`config.mk`:
```
export PLATFORM = sky130hd
export DESIGN_NAME = wb_agu
export DESIGN_NICKNAME = d
export VERILOG_FILES = /design/src/rtl/wb_agu_pkg.sv /design/src/rtl/wb_agu_loopnest.sv /design/src/rtl/wb_agu.sv
export SDC_FILE = /design/constraint.sdc
export NUM_CORES = 1
export LEC_CHECK = 0
export CORE_MARGIN = 2
export CORE_UTILIZATION = 45
export CTS_CLUSTER_DIAMETER = 50
export DETAILED_ROUTE_END_ITERATION = 16
export HOLD_SLACK_MARGIN = 0.06
export PLACE_DENSITY = 0.78
export SYNTH_ARGS = -nofsm -noshare
export SYNTH_HDL_FRONTEND = slang
export SYNTH_HIERARCHICAL = 1
export SYNTH_SLANG_ARGS = --single-unit
```
`constraint.sdc`:
```
create_clock -name clk -period 7.2 [get_ports clk]
set_input_delay 1.08 -clock clk [delete_from_list [all_inputs] [get_ports clk]]
set_output_delay 1.08 -clock clk [all_outputs]
set_load 0.03 [all_outputs]
```
`src/rtl/wb_agu_pkg.sv`:
```
// Shared definitions for the read/write address generators.
//   state_t       : transfer FSM encoding (IDLE / RUN / DONE)
//   AGU_BWADDR    : default write-address / jump width
//   AGU_BWLENGTH  : default loop-length counter width
package wb_agu_pkg;

  localparam int unsigned AGU_BWADDR   = 21;
  localparam int unsigned AGU_BWLENGTH = 8;

  typedef enum logic [1:0] {
    ST_IDLE = 2'd0,
    ST_RUN  = 2'd1,
    ST_DONE = 2'd2
  } state_t;

endpackage

```
`src/rtl/wb_agu_loopnest.sv`:
```
// 4-level nested-loop address core.
//   clk, rst_n        : clock / async active-low reset
//   load              : latch base, lengths and jumps; reload counters
//   step              : advance one beat (ignored on the last beat)
//   base, l0..l3      : start address and per-level lengths (iterations = lN+1)
//   j0..j3            : per-level address jumps (two's complement)
//   addr              : current address
//   last              : all counters are zero, i.e. current beat is the final one
module agu_loopnest
  import wb_agu_pkg::*;
#(
  parameter int unsigned BWADDR   = AGU_BWADDR,
  parameter int unsigned BWLENGTH = AGU_BWLENGTH
) (
  input  logic                clk,
  input  logic                rst_n,
  input  logic                load,
  input  logic                step,
  input  logic [BWADDR-1:0]   base,
  input  logic [BWLENGTH-1:0] l0,
  input  logic [BWLENGTH-1:0] l1,
  input  logic [BWLENGTH-1:0] l2,
  input  logic [BWLENGTH-1:0] l3,
  input  logic [BWADDR-1:0]   j0,
  input  logic [BWADDR-1:0]   j1,
  input  logic [BWADDR-1:0]   j2,
  input  logic [BWADDR-1:0]   j3,
  output logic [BWADDR-1:0]   addr,
  output logic                last
);

  logic [BWADDR-1:0]   r_addr;
  logic [BWLENGTH-1:0] r_i0, r_i1, r_i2, r_i3;
  logic [BWLENGTH-1:0] r_l0, r_l1, r_l2;
  logic [BWADDR-1:0]   r_j0, r_j1, r_j2, r_j3;
  logic                w_z0, w_z1, w_z2, w_z3;

  assign w_z0 = (r_i0 == '0);
  assign w_z1 = (r_i1 == '0);
  assign w_z2 = (r_i2 == '0);
  assign w_z3 = (r_i3 == '0);
  assign last = w_z0 & w_z1 & w_z2 & w_z3;
  assign addr = r_addr;

  // Level 3 has no reload (it terminates the nest), so l3 only seeds r_i3.
  always_ff @(posedge clk or negedge rst_n) begin
    if (!rst_n) begin
      r_addr <= '0;
      r_i0   <= '0;
      r_i1   <= '0;
      r_i2   <= '0;
      r_i3   <= '0;
      r_l0   <= '0;
      r_l1   <= '0;
      r_l2   <= '0;
      r_j0   <= '0;
      r_j1   <= '0;
      r_j2   <= '0;
      r_j3   <= '0;
    end else if (load) begin
      r_addr <= base;
      r_i0   <= l0;
      r_i1   <= l1;
      r_i2   <= l2;
      r_i3   <= l3;
      r_l0   <= l0;
      r_l1   <= l1;
      r_l2   <= l2;
      r_j0   <= j0;
      r_j1   <= j1;
      r_j2   <= j2;
      r_j3   <= j3;
    end else if (step && !last) begin
      if (w_z0 && w_z1 && w_z2) begin
        r_addr <= r_addr + r_j3;
        r_i0   <= r_l0;
        r_i1   <= r_l1;
        r_i2   <= r_l2;
        r_i3   <= r_i3 - 1'b1;
      end else if (w_z0 && w_z1) begin
        r_addr <= r_addr + r_j2;
        r_i0   <= r_l0;
        r_i1   <= r_l1;
        r_i2   <= r_i2 - 1'b1;
      end else if (w_z0) begin
        r_addr <= r_addr + r_j1;
        r_i0   <= r_l0;
        r_i1   <= r_i1 - 1'b1;
      end else begin
        r_addr <= r_addr + r_j0;
        r_i0   <= r_i0 - 1'b1;
      end
    end
  end

endmodule

```
`src/rtl/wb_agu.sv`:
```
// Write-back address generator: accepts result words over valid/ready and
// emits registered memory write strobes at nested-loop addresses.
//   clk, rst_n          : clock / async active-low reset
//   start               : latch config and begin a transfer (IDLE only)
//   base, l0..l3, j0..j3: loop-nest configuration
//   in_valid/in_data    : result stream; in_ready high while running
//   wr_en/wr_addr/wr_data: memory write port (one cycle after accept)
//   busy                : transfer in progress
//   done                : one-cycle pulse coinciding with the final write
module wb_agu
  import wb_agu_pkg::*;
#(
  parameter int unsigned BWADDR   = AGU_BWADDR,
  parameter int unsigned BWLENGTH = AGU_BWLENGTH,
  parameter int unsigned BWDATA   = 64
) (
  input  logic                clk,
  input  logic                rst_n,
  input  logic                start,
  input  logic [BWADDR-1:0]   base,
  input  logic [BWLENGTH-1:0] l0,
  input  logic [BWLENGTH-1:0] l1,
  input  logic [BWLENGTH-1:0] l2,
  input  logic [BWLENGTH-1:0] l3,
  input  logic [BWADDR-1:0]   j0,
  input  logic [BWADDR-1:0]   j1,
  input  logic [BWADDR-1:0]   j2,
  input  logic [BWADDR-1:0]   j3,
  input  logic                in_valid,
  input  logic [BWDATA-1:0]   in_data,
  output logic                in_ready,
  output logic                wr_en,
  output logic [BWADDR-1:0]   wr_addr,
  output logic [BWDATA-1:0]   wr_data,
  output logic                busy,
  output logic                done
);

  state_t              r_state;
  logic                r_wr_en;
  logic [BWADDR-1:0]   r_wr_addr;
  logic [BWDATA-1:0]   r_wr_data;
  logic                w_run;
  logic                w_accept;
  logic                w_load;
  logic [BWADDR-1:0]   w_addr;
  logic                w_last;

  assign w_run    = (r_state == ST_RUN);
  assign w_accept = in_valid & w_run;
  assign w_load   = start & (r_state == ST_IDLE);

  agu_loopnest #(
    .BWADDR  (BWADDR),
    .BWLENGTH(BWLENGTH)
  ) u_loopnest (
    .clk  (clk),
    .rst_n(rst_n),
    .load (w_load),
    .step (w_accept),
    .base (base),
    .l0   (l0),
    .l1   (l1),
    .l2   (l2),
    .l3   (l3),
    .j0   (j0),
    .j1   (j1),
    .j2   (j2),
    .j3   (j3),
    .addr (w_addr),
    .last (w_last)
  );

  always_ff @(posedge clk or negedge rst_n) begin
    if (!rst_n) begin
      r_state   <= ST_IDLE;
      r_wr_en   <= 1'b0;
      r_wr_addr <= '0;
      r_wr_data <= '0;
    end else begin
      r_wr_en <= w_accept;
      if (w_accept) begin
        r_wr_addr <= w_addr;
        r_wr_data <= in_data;
      end
      case (r_state)
        ST_IDLE: if (start) r_state <= ST_RUN;
        ST_RUN:  if (w_accept && w_last) r_state <= ST_DONE;
        ST_DONE: r_state <= ST_IDLE;
        default: r_state <= ST_IDLE;
      endcase
    end
  end

  assign in_ready = w_run;
  assign busy     = w_run;
  assign done     = (r_state == ST_DONE);
  assign wr_en    = r_wr_en;
  assign wr_addr  = r_wr_addr;
  assign wr_data  = r_wr_data;

endmodule

```
==> Word-level counts from Yosys, hierarchy flattened <==
Index checks and enable logic that the tools add are counted.
{ "word_totals": {"register_bits": 249, "input_bits": 205, "output_inout_bits": 89, "elab_cells": 76} }
{ "op_classes": {"addsub": 8, "n_eq_ne": 4, "muxes": 25, "bitwise_logic": 5, "n_reduce_logical": 18} }
{ "op_table": {"columns": ["op", "n"], "rows": [
  ["$mux W8", 17],
  ["$mux W21", 5],
  ["$add A21 B21 Y21", 4],
  ["$logic_not A8 Y1", 4],
  ["$sub A8 B1 Y8 const B", 4],
  ["$reduce_and A2 Y1", 4],
  ["$and A1 B1 Y1", 5],
  ["$logic_and A1 B1 Y1", 4],
  ["$mux W2", 2],
  ["$pmux W2 S2", 1],
  ["$reduce_bool A2 Y1", 2],
  ["$reduce_bool A4 Y1", 1],
  ["$reduce_bool A3 Y1", 1],
  ["$eq A2 B1 Y1 const B", 1],
  ["$eq A2 B2 Y1 const B", 1],
  ["$logic_not A2 Y1", 1],
  ["$ne A2 B1 Y1 const B", 1],
  ["$ne A2 B2 Y1 const B", 1],
  ["$logic_not A1 Y1", 1]
]} }

==> Depth between registers and ports, before layout <==
Gate-level depths: netlist of the first run.
{ "depth": {"word_depth": 8, "depth_mapped": 19, "depth_no_buf": 18} }

==> By module <==
The synthesis of the first run kept the hierarchy.
{ "modules_own_cells": {"columns": ["mod", "instances", "cells_each", "area_per_inst_um2", "seq_area_each_um2"], "rows": [
  ["agu_loopnest", 1, 902, 8848.5, 4028.9],
  ["wb_agu", 1, 191, 3443.3, 2202.1]
]} }

==> Worst setup path after synthesis of the first run <==
No wires, ideal clock.
{ "synth_timing": {"path_kind": "reg-to-reg", "start": "register u_loopnest.r_i2[0]", "end": "register u_loopnest.r_addr[20], in the netlist u_loopnest/addr[20]", "setup_time_ns": 0.069, "t_arrival_ns": 4.124, "required_ns": 7.131, "path_slack_ns": 3.007, "stages_incl_launch_ff": 20, "n_path_buf": 2, "period_less_slack_ns": 4.193, "cell_sequence": "dfrtp_1 > inv_1 > ha_1 > or4b_4 > nor4_4 > and3_1 > buf_2 > clkbuf_1 > nand2_1 > o21ai_0 > ha_1 > inv_1 > fa_1 > nor2b_1 > o2111ai_1 > a211oi_1 > o31ai_1 > a22oi_1 > mux2_2 > nand3_1"} }
{ "synth_between": {"elab_chain_cells": 6, "word_cells_on_any_way": 10} }
{ "synth_lines": {"columns": ["item", "line_no", "text"], "rows": [
  ["from (decl)", "wb_agu_loopnest.sv:33", "logic [BWLENGTH-1:0] r_i0, r_i1, r_i2, r_i3;"],
  ["from (signal assigned)", "wb_agu_loopnest.sv:64", "r_i2 <= l2;"],
  ["from (signal assigned)", "wb_agu_loopnest.sv:78", "r_i2 <= r_l2;"],
  ["from (signal assigned)", "wb_agu_loopnest.sv:84", "r_i2 <= r_i2 - 1'b1;"],
  ["$logic_not A8 Y1 *", "wb_agu_loopnest.sv:40", "assign w_z2 = (r_i2 == '0);"],
  ["$and A1 B1 Y1 (2 in series)", "wb_agu_loopnest.sv:42", "assign last = w_z0 & w_z1 & w_z2 & w_z3;"],
  ["$logic_not A1 Y1", "wb_agu_loopnest.sv:73", "end else if (step && !last) begin"],
  ["$logic_and A1 B1 Y1", "wb_agu_loopnest.sv:73", null],
  ["$reduce_bool A2 Y1 (no source line)", null, null],
  ["to (signal assigned)", "wb_agu_loopnest.sv:75", "r_addr <= r_addr + r_j3;"],
  ["to (signal assigned)", "wb_agu_loopnest.sv:81", "r_addr <= r_addr + r_j2;"],
  ["to (signal assigned)", "wb_agu_loopnest.sv:86", "r_addr <= r_addr + r_j1;"],
  ["to (decl)", "wb_agu_loopnest.sv:32", "logic [BWADDR-1:0] r_addr;"]
]} }
Mark *: on every way between the ends. The rest lies on a longest branch, timed or not. The select of a mux whose other input is x is not followed.
A chain may end at the register's enable or synchronous reset.

==> Worst setup path after layout of the first run <==
{ "layout_timing": {"start": "register u_loopnest.r_i0[5]", "end": "register u_loopnest.r_addr[20], in the netlist u_loopnest/addr[20]"} }
{ "layout_between": {"elab_chain_cells": 7, "word_cells_on_any_way": 14} }
{ "layout_lines": {"columns": ["item", "line_no", "text"], "rows": [
  ["from (decl)", "wb_agu_loopnest.sv:33", null],
  ["from (signal assigned)", "wb_agu_loopnest.sv:62", "r_i0 <= l0;"],
  ["from (signal assigned)", "wb_agu_loopnest.sv:76", "r_i0 <= r_l0;"],
  ["from (signal assigned)", "wb_agu_loopnest.sv:82", "r_i0 <= r_l0;"],
  ["$logic_not A8 Y1 *", "wb_agu_loopnest.sv:38", "assign w_z0 = (r_i0 == '0);"],
  ["$and A1 B1 Y1 (3 in series)", "wb_agu_loopnest.sv:42", null],
  ["$logic_not A1 Y1", "wb_agu_loopnest.sv:73", null],
  ["$logic_and A1 B1 Y1", "wb_agu_loopnest.sv:73", null],
  ["$reduce_bool A2 Y1 (no source line)", null, null]
]} }
Marked as above.

==> impl_metrics.env, run 1 <==
export IMPL_cp_depth=18
export IMPL_fin_skew_ns=0.0119
export IMPL_critical_path_top_delay_family="simple AND/OR/NAND/NOR gates"
export IMPL_syn2layout_area_growth_pct=34.3
export IMPL_die_h_um=169
export IMPL_grt_setup_unrepaired="false"
export IMPL_n_antenna_cell=0
export IMPL_totalWireLength_um=31100
export IMPL_cp_start_kind="flip-flop"
export IMPL_insertion_delay_ns=0.55
export IMPL_fin_setup_tns_ns=0
export IMPL_num_io_pins=294
export IMPL_syn_avg_cell_area_um2=11.2
export IMPL_antenna_found_initial=1
export IMPL_max_slew_worst_pin_slew_ns=0.990
export IMPL_gp_congestion=0.894
export IMPL_synth_adder_area_share=0.0261
export IMPL_antenna_left=0
export IMPL_synth_area_um2=12300
export IMPL_drt_pass1_iter_count=5
export IMPL_path_buf_inv=3
export IMPL_postCtsResizedCells=0
export IMPL_hold_violations=0
export IMPL_peakVddDrop_mv=0.214
export IMPL_r2r_slack_ns=2.27
export IMPL_synth_xor_area_share=0.0207
export IMPL_drv_slew=0
export IMPL_placed_area_um2=15500
export IMPL_max_stage_delay_ns=0.55
export IMPL_seq_area_frac_synth=0.507
export IMPL_synth_common_cells="dfrtp_1, mux2_2, nand2_1, o21ai_0, nor2_1"
export IMPL_synth_compound_area_frac=0.106
export IMPL_status="completed"
export IMPL_synth_top_family_by_area="multiplexers"
export IMPL_core_um2=26900
export IMPL_htree_num_levels=1
export IMPL_synth_seq_cells=249
export IMPL_track_usage=0.214
export IMPL_syn_num_nets=1323
export IMPL_critPathSlowestCell="and4_1"
export IMPL_fin_crit_ns=4.93
export IMPL_min_path_type="flip-flop to flip-flop"
export IMPL_ctsRootBufferMaster="clkbuf_16"
export IMPL_crit_required_ns=7.67
export IMPL_vias=9279
export IMPL_synth_edf_count=0
export IMPL_synthSimpleGateAreaFrac=0.114
export IMPL_rr_worst_depth=18
export IMPL_clk_pin_slew_worst_paths_ns=0.06
export IMPL_yosysTopAreaCellShare=0.507
export IMPL_arrival_ns=5.40
export IMPL_netlist_top_cells_area="dfrtp_1, mux2_2, mux2_4"
export IMPL_fmax_mhz=203
export IMPL_grt_pass1_vias=9223
export IMPL_cap_viol_max_count=0
export IMPL_relSlewSlack=0.340
export IMPL_cts_tree="done"
export IMPL_start_util=0.457
export IMPL_nets=1598
export IMPL_gr_total_overflow=0
export IMPL_syn_inst=1093
export IMPL_cp_end_kind="flip-flop"
export IMPL_place_hpwl_um=22600
export IMPL_io_buffers=293
export IMPL_register_area_um2=6230
export IMPL_path_cells="nor4_2, and4_1, buf_4, nand2_1, buf_4, nand3_1, o21ai_0, o21ai_0, ha_1, inv_1, fa_1, nor2b_1, o2111ai_1, a211oi_1, o31ai_1, a22oi_1, mux2_2, nand3_1"
export IMPL_critPathLaunch="u_loopnest/r_i0[5]"
export IMPL_reg2reg_from="u_loopnest/r_i0[5]"
export IMPL_finalCritPeriodShare=0.685
export IMPL_crit_fanout=49
export IMPL_hold_buffers=0
export IMPL_crit_type="flip-flop to flip-flop"
export IMPL_endpoint="u_loopnest/addr[20]"
export IMPL_drive_gt1_frac=0.195
export IMPL_rr_endpoint="u_loopnest/addr[20]"
export IMPL_final_fill_count=2169
export IMPL_setup_violations=0
export IMPL_async_flop_share=1.00
export IMPL_cts_sinks=249
export IMPL_drc=0
export IMPL_wl_per_cell_um=17.9
export IMPL_cts_buffer_depth=3
export IMPL_power_leakage_uw=0.00704
export IMPL_synth_top_flop_cell="dfrtp_1"
export IMPL_fp_dieW_um=169
export IMPL_multi_input_area_um2=5660
export IMPL_grt_max_degree=197
export IMPL_cts_made_buffers=31
export IMPL_grt_first_pass_wirelength_um=49100
export IMPL_synth_mux_area_frac=0.193
export IMPL_dieArea_um2=28700
export IMPL_design_area_um2=16500
export IMPL_drt_iter0_drc=576
export IMPL_via_per_inst=5.35
export IMPL_rows=60
export IMPL_cts_setup_buffers=0
export IMPL_power_density_nw_per_um2=319
export IMPL_yosysMostFrequentCell="dfrtp_1"
export IMPL_yosysTopAreaCell="dfrtp_1"
export IMPL_ys_warnings_count=6
export IMPL_yosysUniqueCellTypes=63
## state kept, by name, summed over array words and instances (netlist names)
name	cells
u_loopnest/addr	21
u_loopnest/r_i0	8
r_state	2
wr_addr	21
u_loopnest/r_l1	8
u_loopnest/r_i3	8
u_loopnest/r_j1	21
u_loopnest/r_j0	21
u_loopnest/r_l2	8
u_loopnest/r_i2	8
wr_data	64
wr_en	1
u_loopnest/r_i1	8
u_loopnest/r_j3	21
u_loopnest/r_j2	21
u_loopnest/r_l0	8
## per-stage QoR
step	cells	util	hold slack, ns	power [µW]	setup WS [ns]
floorplan	1093	-	0.452	3080	3.01
global placement	1676	0.575	0.481	3690	2.40
detailed placement	1676	0.575	0.491	3730	2.25
CTS	1733	0.614	0.504	5300	2.24
global route	1733	0.614	0.510	5580	1.77
finish	1733	0.614	0.500	5260	2.27
## per-layer routing
metal | vias to the layer above | global-route usage | share of wire
li1 | 4436 | - | -
met5 | - | 0 | 0.00042
met3 | 42 | 0.0408 | 0.066
met2 | 306 | 0.337 | 0.45
met4 | 2 | 0.0524 | 0.019
met1 | 4493 | 0.305 | 0.47
## cell families (layout without fill, tap and decap cells)
family                   count (synthesis)  count (layout)
XOR/XNOR                                29              29
multiplexers                           199             199
buffers and inverters                   94             393
AND/OR/NAND/NOR                        279             279
flip-flops                             249             249
adder cells (fa/ha/maj)                 25              25
AO/OA/AOI/OAI                          218             218
## final cells by class
| type | instances | area share |
|---|---|---|
| repair buffers | 302 | 0.183 |
| clock buffers | 42 | 0.0537 |
| multi-input cells | 750 | 0.343 |
| clock inverters | 15 | 0.00970 |
| flip-flops and latches | 249 | 0.377 |
| well taps | 341 | 0.0258 |
| inverters | 34 | 0.00773 |
## worst reg2reg max path: cells and delay by family (launching register included)
kind | cells | cell delay [ns]
flip-flops | 1 | 0.41
AND/OR/NAND/NOR | 6 | 1.52
adder cells (fa/ha/maj) | 2 | 0.58
multiplexers | 1 | 0.38
buffers and inverters | 3 | 0.66
AO/OA/AOI/OAI | 6 | 1.31
## report_power, final
group          switching, µW  leakage, µW  internal [µW]
registers                246      0.00302           1690
clock network            603     0.000506            939
logic                    923      0.00352            859
## placed cells by master, fill, tap and decap left out, types with 3 or more instances in the layout
master,n
clkdlybuf4s50_1,292
dfrtp_1,249
mux2_2,147
nand2_1,130
o21ai_0,106
nor2_1,44
a21oi_1,40
mux2_4,39
inv_1,34
clkbuf_16,31
nand3_1,27
ha_1,24
xnor2_1,19
nor3_1,15
a21o_1,13
a211oi_1,13
mux2i_1,13
nor2b_1,11
xor2_1,10
o21ai_1,9
buf_4,8
a31oi_1,8
and3_1,7
clkbuf_8,7
o221ai_1,6
nor3b_1,6
clkbuf_1,4
clkinvlp_4,4
nand4_1,4
nor4_1,4
inv_6,3
clkinv_2,3
nor4_2,3
or3_1,3
nor3_2,3
a22oi_1,3
nor4b_1,3
## worst min path at each step
stage,startpoint,end,slack (ns),depth (start not counted)
after floorplan,r_state[1],r_state[0],0.45,1
after global placement,u_loopnest/r_i1[6],u_loopnest/r_i1[6],0.48,2
after detailed placement,u_loopnest/r_j2[18],u_loopnest/r_j2[18],0.49,1
after CTS,wr_data[28],wr_data[28],0.50,1
after global routing,wr_data[13],wr_data[13],0.51,1
final,u_loopnest/r_j2[4],u_loopnest/r_j2[4],0.50,1
No activity file was read; power rests on OpenSTA's default activity.
==> inputs of run 2 (changes only) <==
clock period = 4.65 ns   (was 7.2 ns; I/O delays follow)
==> run 2 against run 1 <==
Die area stayed put; cell area is 1.2% higher; largest cell class unchanged; highest routed layer unchanged; via count is 1.2% higher; register-to-register slack worse by 2.0 ns; final cell count is 0.52% higher; fmax is 12% higher; global-route usage is 0.68 points higher.
==> impl_metrics.env, run 2 (synthesis results as in run 1) <==
export IMPL_final_common_cell="clkdlybuf4s50_1"
export IMPL_peakVddDrop_mv=0.261
export IMPL_gr_total_overflow=0
export IMPL_relSlewSlack=0.366
export IMPL_power_leakage_uw=0.00714
export IMPL_totalWireLength_um=31700
export IMPL_grt_pass1_vias=9458
export IMPL_die_h_um=169
export IMPL_final_fill_count=2109
export IMPL_ctsRootBufferMaster="clkbuf_16"
export IMPL_io_buffers=293
export IMPL_drv_slew=0
export IMPL_post_route_util=0.622
export IMPL_cts_setup_buffers=0
export IMPL_grt_first_pass_wirelength_um=50600
export IMPL_hold_buffers=0
export IMPL_placed_area_um2=15500
export IMPL_use_met2=0.343
export IMPL_vias=9389
export IMPL_use_met1=0.307
export IMPL_fin_crit_ns=4.40
export IMPL_busiest_layer="met2"
export IMPL_syn2layout_area_growth_pct=35.9
export IMPL_status="completed"
export IMPL_finalCritPeriodShare=0.945
export IMPL_wl_per_cell_um=18.2
export IMPL_fin_skew_ns=0.0156
export IMPL_final_cell_mix="clkdlybuf4s50_1, dfrtp_1, mux2_2"
export IMPL_htree_num_levels=2
export IMPL_drc=0
export IMPL_core_um2=26900
export IMPL_grt_setup_unrepaired="true"
export IMPL_max_slew_worst_pin_slew_ns=0.948
export IMPL_cap_viol_max_count=0
export IMPL_clk_pin_slew_worst_paths_ns=0.06
export IMPL_design_area_um2=16700
export IMPL_cts_buffer_depth=3
export IMPL_n_antenna_cell=0
export IMPL_crit_type="flip-flop to flip-flop"
export IMPL_use_met3=0.0569
export IMPL_via_per_inst=5.39
export IMPL_setup_violations=0
export IMPL_cts_tree="done"
export IMPL_rows=60
export IMPL_track_usage=0.220
export IMPL_largest_reg_flops=64
export IMPL_place_hpwl_um=23400
export IMPL_fp_dieW_um=169
export IMPL_drive_gt1_frac=0.202
export IMPL_crit_fanout=5
export IMPL_antenna_left=0
export IMPL_arrival_ns=4.84
export IMPL_drt_pass1_iter_count=5
export IMPL_start_util=0.457
export IMPL_cts_made_buffers=34
export IMPL_insertion_delay_ns=0.51
export IMPL_cp_start_kind="flip-flop"
export IMPL_nets=1609
export IMPL_antenna_found_initial=2
export IMPL_cp_end_kind="flip-flop"
export IMPL_grt_max_degree=118
export IMPL_crit_required_ns=5.09
export IMPL_power_density_nw_per_um2=505
export IMPL_num_io_pins=294
export IMPL_fmax_mhz=227
export IMPL_dieArea_um2=28700
export IMPL_gp_congestion=0.903
export IMPL_drt_iter0_drc=594
export IMPL_min_path_type="input port to async pin"
export IMPL_cts_sinks=249
export IMPL_hold_violations=0
export IMPL_fin_hold_ws_ns=0.156
## run 2: cell types whose count changed in the layout (fill, tap and decap cells not counted), sizes merged
| cell | previous run | this run |
|---|---|---|
| clkbuf | 42 | 40 |
| bufinv | 2 | 4 |
| clkinv | 5 | 4 |
| clkinvlp | 4 | 5 |
| inv | 38 | 39 |
| buf | 10 | 18 |
## run 2: worst paths after layout
kind / slack, ns / cells after the start / start / endpoint
worst min register to register: 0.49 / 2 / u_loopnest/r_i1[6] / u_loopnest/r_i1[6]
worst max register to register: 0.25 / 17 / u_loopnest/r_i2[0] / u_loopnest/addr[20]
worst max-delay path: 0.25 / 17 / u_loopnest/r_i2[0] / u_loopnest/addr[20]
worst min-delay path: 0.16 / 1 / rst_n / u_loopnest/r_l1[3]
max in group asynchronous: 3.41 / 2 / rst_n / wr_data[56]
min in group clk: 0.49 / 2 / u_loopnest/r_i1[6] / u_loopnest/r_i1[6]
## run 2: report_power, final
part / switching, µW / internal (µW) / leakage, µW
clock: 986 / 1660 / 0.000553
combinational: 1450 / 1340 / 0.00357
sequential: 389 / 2620 / 0.00302
total: 2820 / 5610 / 0.00714
## run 2: worst max-delay path: stages, from the launching register on
cell and delay (ns):
dfrtp_1 0.42, inv_1 0.12, ha_1 0.23, or4b_4 0.53, nor4_4 0.22, and3_1 0.37
nand2_1 0.09, o21ai_0 0.09, ha_1 0.20, inv_1 0.05, fa_1 0.37, nor2b_1 0.21
o2111ai_1 0.22, a211oi_1 0.35, o31ai_1 0.14, a22oi_1 0.27, mux2_2 0.37, nand3_1 0.08
## run 2: layer usage
| layer | vias to the layer above | routed length, µm |
|---|---|---|
| li1 | 4463 | - |
| met1 | 4526 | 14400 |
| met2 | 343 | 14300 |
| met3 | 53 | 2360 |
| met4 | 4 | 675 |
| met5 | - | 23 |
## run 2: per-stage QoR
step	total power [µW]	setup WS, ns	std cells	TNS [ns]
floorplan	4760	0.457	1093	0
global placement	5710	0.415	1684	0
detailed placement	5790	0.284	1684	0
CTS	8490	0.218	1742	0
global route	8920	-0.0754	1742	-0.145
finish	8430	0.254	1742	0
## run 2: what timing repair did
| item | in CTS | in global routing |
|---|---|---|
| endpoints found under the hold margin | 0 | 0 |
| setup endpoints to repair | 0 | 3 |
| gates resized for setup | 0 | 1 |
## run 2: cell type report
type / count / area (µm²) / share of cell area
clock buffer: 40 / 925 / 0.0553
sequential: 249 / 6230 / 0.373
tap: 341 / 427 / 0.0255
multi-input combinational: 750 / 5660 / 0.339
clock inverter: 18 / 231 / 0.0139
inverter: 34 / 128 / 0.00764
timing repair buffer: 310 / 3100 / 0.186
==> inputs of run 3 (changes only) <==
PLACE_DENSITY = 0.79   (was 0.78)
SYNTH_HIERARCHICAL = default   (was 1)
==> run 3 against run 2 <==
First-iteration DRC count up 100%; synthesized cell count grew 33%; cell area is 2.0% lower; synthesized area is 2.8% lower; core utilization is 0.65 points higher; sequential power is 24% higher; clock power is essentially flat; worst setup slack worse by 0.079 ns; fmax down 1.8%; global-route usage increased by 2.4 points; register-to-register slack worse by 0.08 ns; clock-buffer cell count is 1 higher; critical endpoint is now u_loopnest.addr[20]; largest cell class unchanged.
==> impl_metrics.env, run 3 <==
export IMPL_grt_setup_unrepaired="true"
export IMPL_synth_top_flop_cell="dfrtp_1"
export IMPL_dieArea_um2=27900
export IMPL_dp_slack_ns=0.130
export IMPL_use_met1=0.359
export IMPL_cp_start_kind="flip-flop"
export IMPL_ys_warnings_count=0
export IMPL_busiest_layer="met2"
export IMPL_vias=10879
export IMPL_max_slew_worst_pin_slew_ns=1.13
export IMPL_syn_num_nets=1688
export IMPL_min_path_type="input port to async pin"
export IMPL_antenna_left=0
export IMPL_relSlewSlack=0.247
export IMPL_yosysUniqueCellTypes=58
export IMPL_finalCritPeriodShare=0.962
export IMPL_max_stage_delay_ns=0.47
export IMPL_wl_per_cell_um=16.6
export IMPL_io_buffers=293
export IMPL_final_cell_mix="nand2_1, clkdlybuf4s50_1, dfrtp_1"
export IMPL_fin_skew_ns=0.0147
export IMPL_insertion_delay_ns=0.55
export IMPL_final_common_cell="nand2_1"
export IMPL_yosysTopAreaCellShare=0.522
export IMPL_syn2layout_area_growth_pct=37.1
export IMPL_design_area_um2=16400
export IMPL_clk_pin_slew_worst_paths_ns=0.07
export IMPL_synth_seq_cells=249
export IMPL_setup_violations=0
export IMPL_gp_congestion=0.890
export IMPL_use_met2=0.389
export IMPL_track_usage=0.244
export IMPL_async_flop_share=1.00
export IMPL_status="completed"
export IMPL_seq_area_frac_synth=0.522
export IMPL_crit_fanout=6
export IMPL_final_setup_worst_slack_ns=0.175
export IMPL_cts_made_buffers=31
export IMPL_fmax_mhz=223
export IMPL_die_h_um=167
export IMPL_fin_crit_ns=4.48
export IMPL_hold_violations=0
export IMPL_cts_buffer_depth=3
export IMPL_grt_first_pass_wirelength_um=55800
export IMPL_crit_required_ns=5.12
export IMPL_cts_tree="done"
export IMPL_grt_pass1_vias=10568
export IMPL_core_um2=26100
export IMPL_largest_reg_flops=64
export IMPL_critPathSlowestCell="or3_1"
export IMPL_drt_iter0_drc=1197
export IMPL_start_util=0.458
export IMPL_arrival_ns=4.95
export IMPL_path_cells="inv_1, ha_1, or3b_1, or2_1, or3_1, and3_1, a31oi_1, ha_1, inv_1, fa_1, nor2b_1, o31a_1, a211oi_2, o2111ai_1, a21oi_1, or4_1, a31oi_1"
export IMPL_post_route_util=0.628
export IMPL_place_hpwl_um=25200
export IMPL_placed_area_um2=15200
export IMPL_synth_edf_count=0
export IMPL_nets=1954
export IMPL_reg2reg_from="u_loopnest.r_i0[0]"
export IMPL_drc=0
export IMPL_ctsRootBufferMaster="clkbuf_16"
export IMPL_gr_total_overflow=0
export IMPL_fin_setup_tns_ns=0
export IMPL_netlist_top_cells_area="dfrtp_1, nand2_1, ha_1"
export IMPL_antenna_found_initial=2
export IMPL_syn_avg_cell_area_um2=8.20
export IMPL_drv_slew=0
export IMPL_use_met3=0.0368
export IMPL_fin_hold_ws_ns=0.202
export IMPL_crit_type="flip-flop to flip-flop"
export IMPL_num_io_pins=294
export IMPL_power_density_nw_per_um2=641
export IMPL_rows=59
export IMPL_power_leakage_uw=0.00785
export IMPL_peakVddDrop_mv=0.411
export IMPL_cp_end_kind="flip-flop"
export IMPL_syn_inst=1457
export IMPL_grt_max_degree=112
export IMPL_cap_viol_max_count=0
export IMPL_via_per_inst=5.22
export IMPL_synth_common_cells="nand2_1, dfrtp_1, clkbuf_1, nor2_1, a21oi_1"
export IMPL_fp_dieW_um=167
export IMPL_yosysTopAreaCell="dfrtp_1"
export IMPL_hold_buffers=0
export IMPL_drive_gt1_frac=0.0555
export IMPL_totalWireLength_um=34600
export IMPL_synth_area_um2=11900
export IMPL_drt_pass1_iter_count=6
export IMPL_htree_num_levels=1
export IMPL_critPathLaunch="u_loopnest.r_i0[0]"
export IMPL_cts_sinks=249
export IMPL_yosysMostFrequentCell="nand2_1"
-- run 3: changes by cell type in the layout (fill, tap and decap cells not counted), moves of 17 or more --
cell	change
a31oi_1	+19
and3_1	+22
inv_1	-17
mux2_2	-145
mux2_4	-39
nand2_1	+568
o21ai_0	-76
-- run 3: worst paths after layout --
path                                  endpoint  cells after the start  slack, ns
setup / recovery           u_loopnest.addr[20]                     17       0.17
hold / removal                     wr_data[13]                      1       0.20
setup reg to reg           u_loopnest.addr[20]                     17       0.17
hold reg to reg             u_loopnest.r_l0[0]                      2       0.47
max in group asynchronous           wr_data[9]                      2       3.30
min in group clk            u_loopnest.r_l0[0]                      2       0.47
-- run 3: area by class of cell --
| cell class | instances | area, µm² |
|---|---|---|
| Multi-Input combinational cell | 1110 | 5370 |
| Timing Repair Buffer | 313 | 3130 |
| Inverter | 18 | 67.6 |
| Antenna cell | 1 | 2.50 |
| Tap cell | 335 | 419 |
| Fill cell | 2231 | 9690 |
| Sequential cell | 249 | 6230 |
| Clock inverter | 16 | 246 |
| Clock buffer | 41 | 903 |
-- run 3: critical path: cells and delay by family (launching register included) --
| kind | cells | cell delay [ns] |
|---|---|---|
| AND/OR/NAND/NOR | 6 | 2.04 |
| AO/OA/AOI/OAI | 6 | 1.08 |
| adder cells (fa/ha/maj) | 3 | 0.72 |
| flip-flops | 1 | 0.43 |
| buffers and inverters | 2 | 0.14 |
-- run 3: layer usage --
metal,share of wire,up-vias
li1,-,5301
met1,0.46,5096
met2,0.45,433
met3,0.074,47
met4,0.014,2
met5,0.00038,-
-- run 3: per-stage QoR --
stage	total power, µW	std cells
2_1_floorplan	6360	1457
3_3_place_gp	7700	2025
3_5_place_dp	7820	2025
4_1_cts	10500	2082
5_1_grt	11200	2083
6_report	10500	2083
-- run 3: where the power goes --
group	switching, µW	internal [µW]
sequential	683	3040
combinational	2360	1760
clock	979	1660
total	4020	6460
-- run 3: logic make-up (layout without fill, tap and decap cells) --
logic type / after synthesis / count (layout) / share of synthesized area
xor gates and xnor gates: 25 / 25 / 0.0183
other: 0 / 1 / 0
DFF: 249 / 249 / 0.522
AOI/OAI and AO/OA: 196 / 196 / 0.100
buffers and inverters: 98 / 388 / 0.0323
adders and majority gates: 26 / 26 / 0.0279
and+or+nand+nor: 855 / 855 / 0.292
muxes: 8 / 8 / 0.00702
-- run 3: repair_timing --
action                                 in CTS  in global routing
setup endpoints to repair                   0                  3
endpoints found under the hold margin       0                  0
gates resized for setup                     0                  2
setup buffers                               0                  0
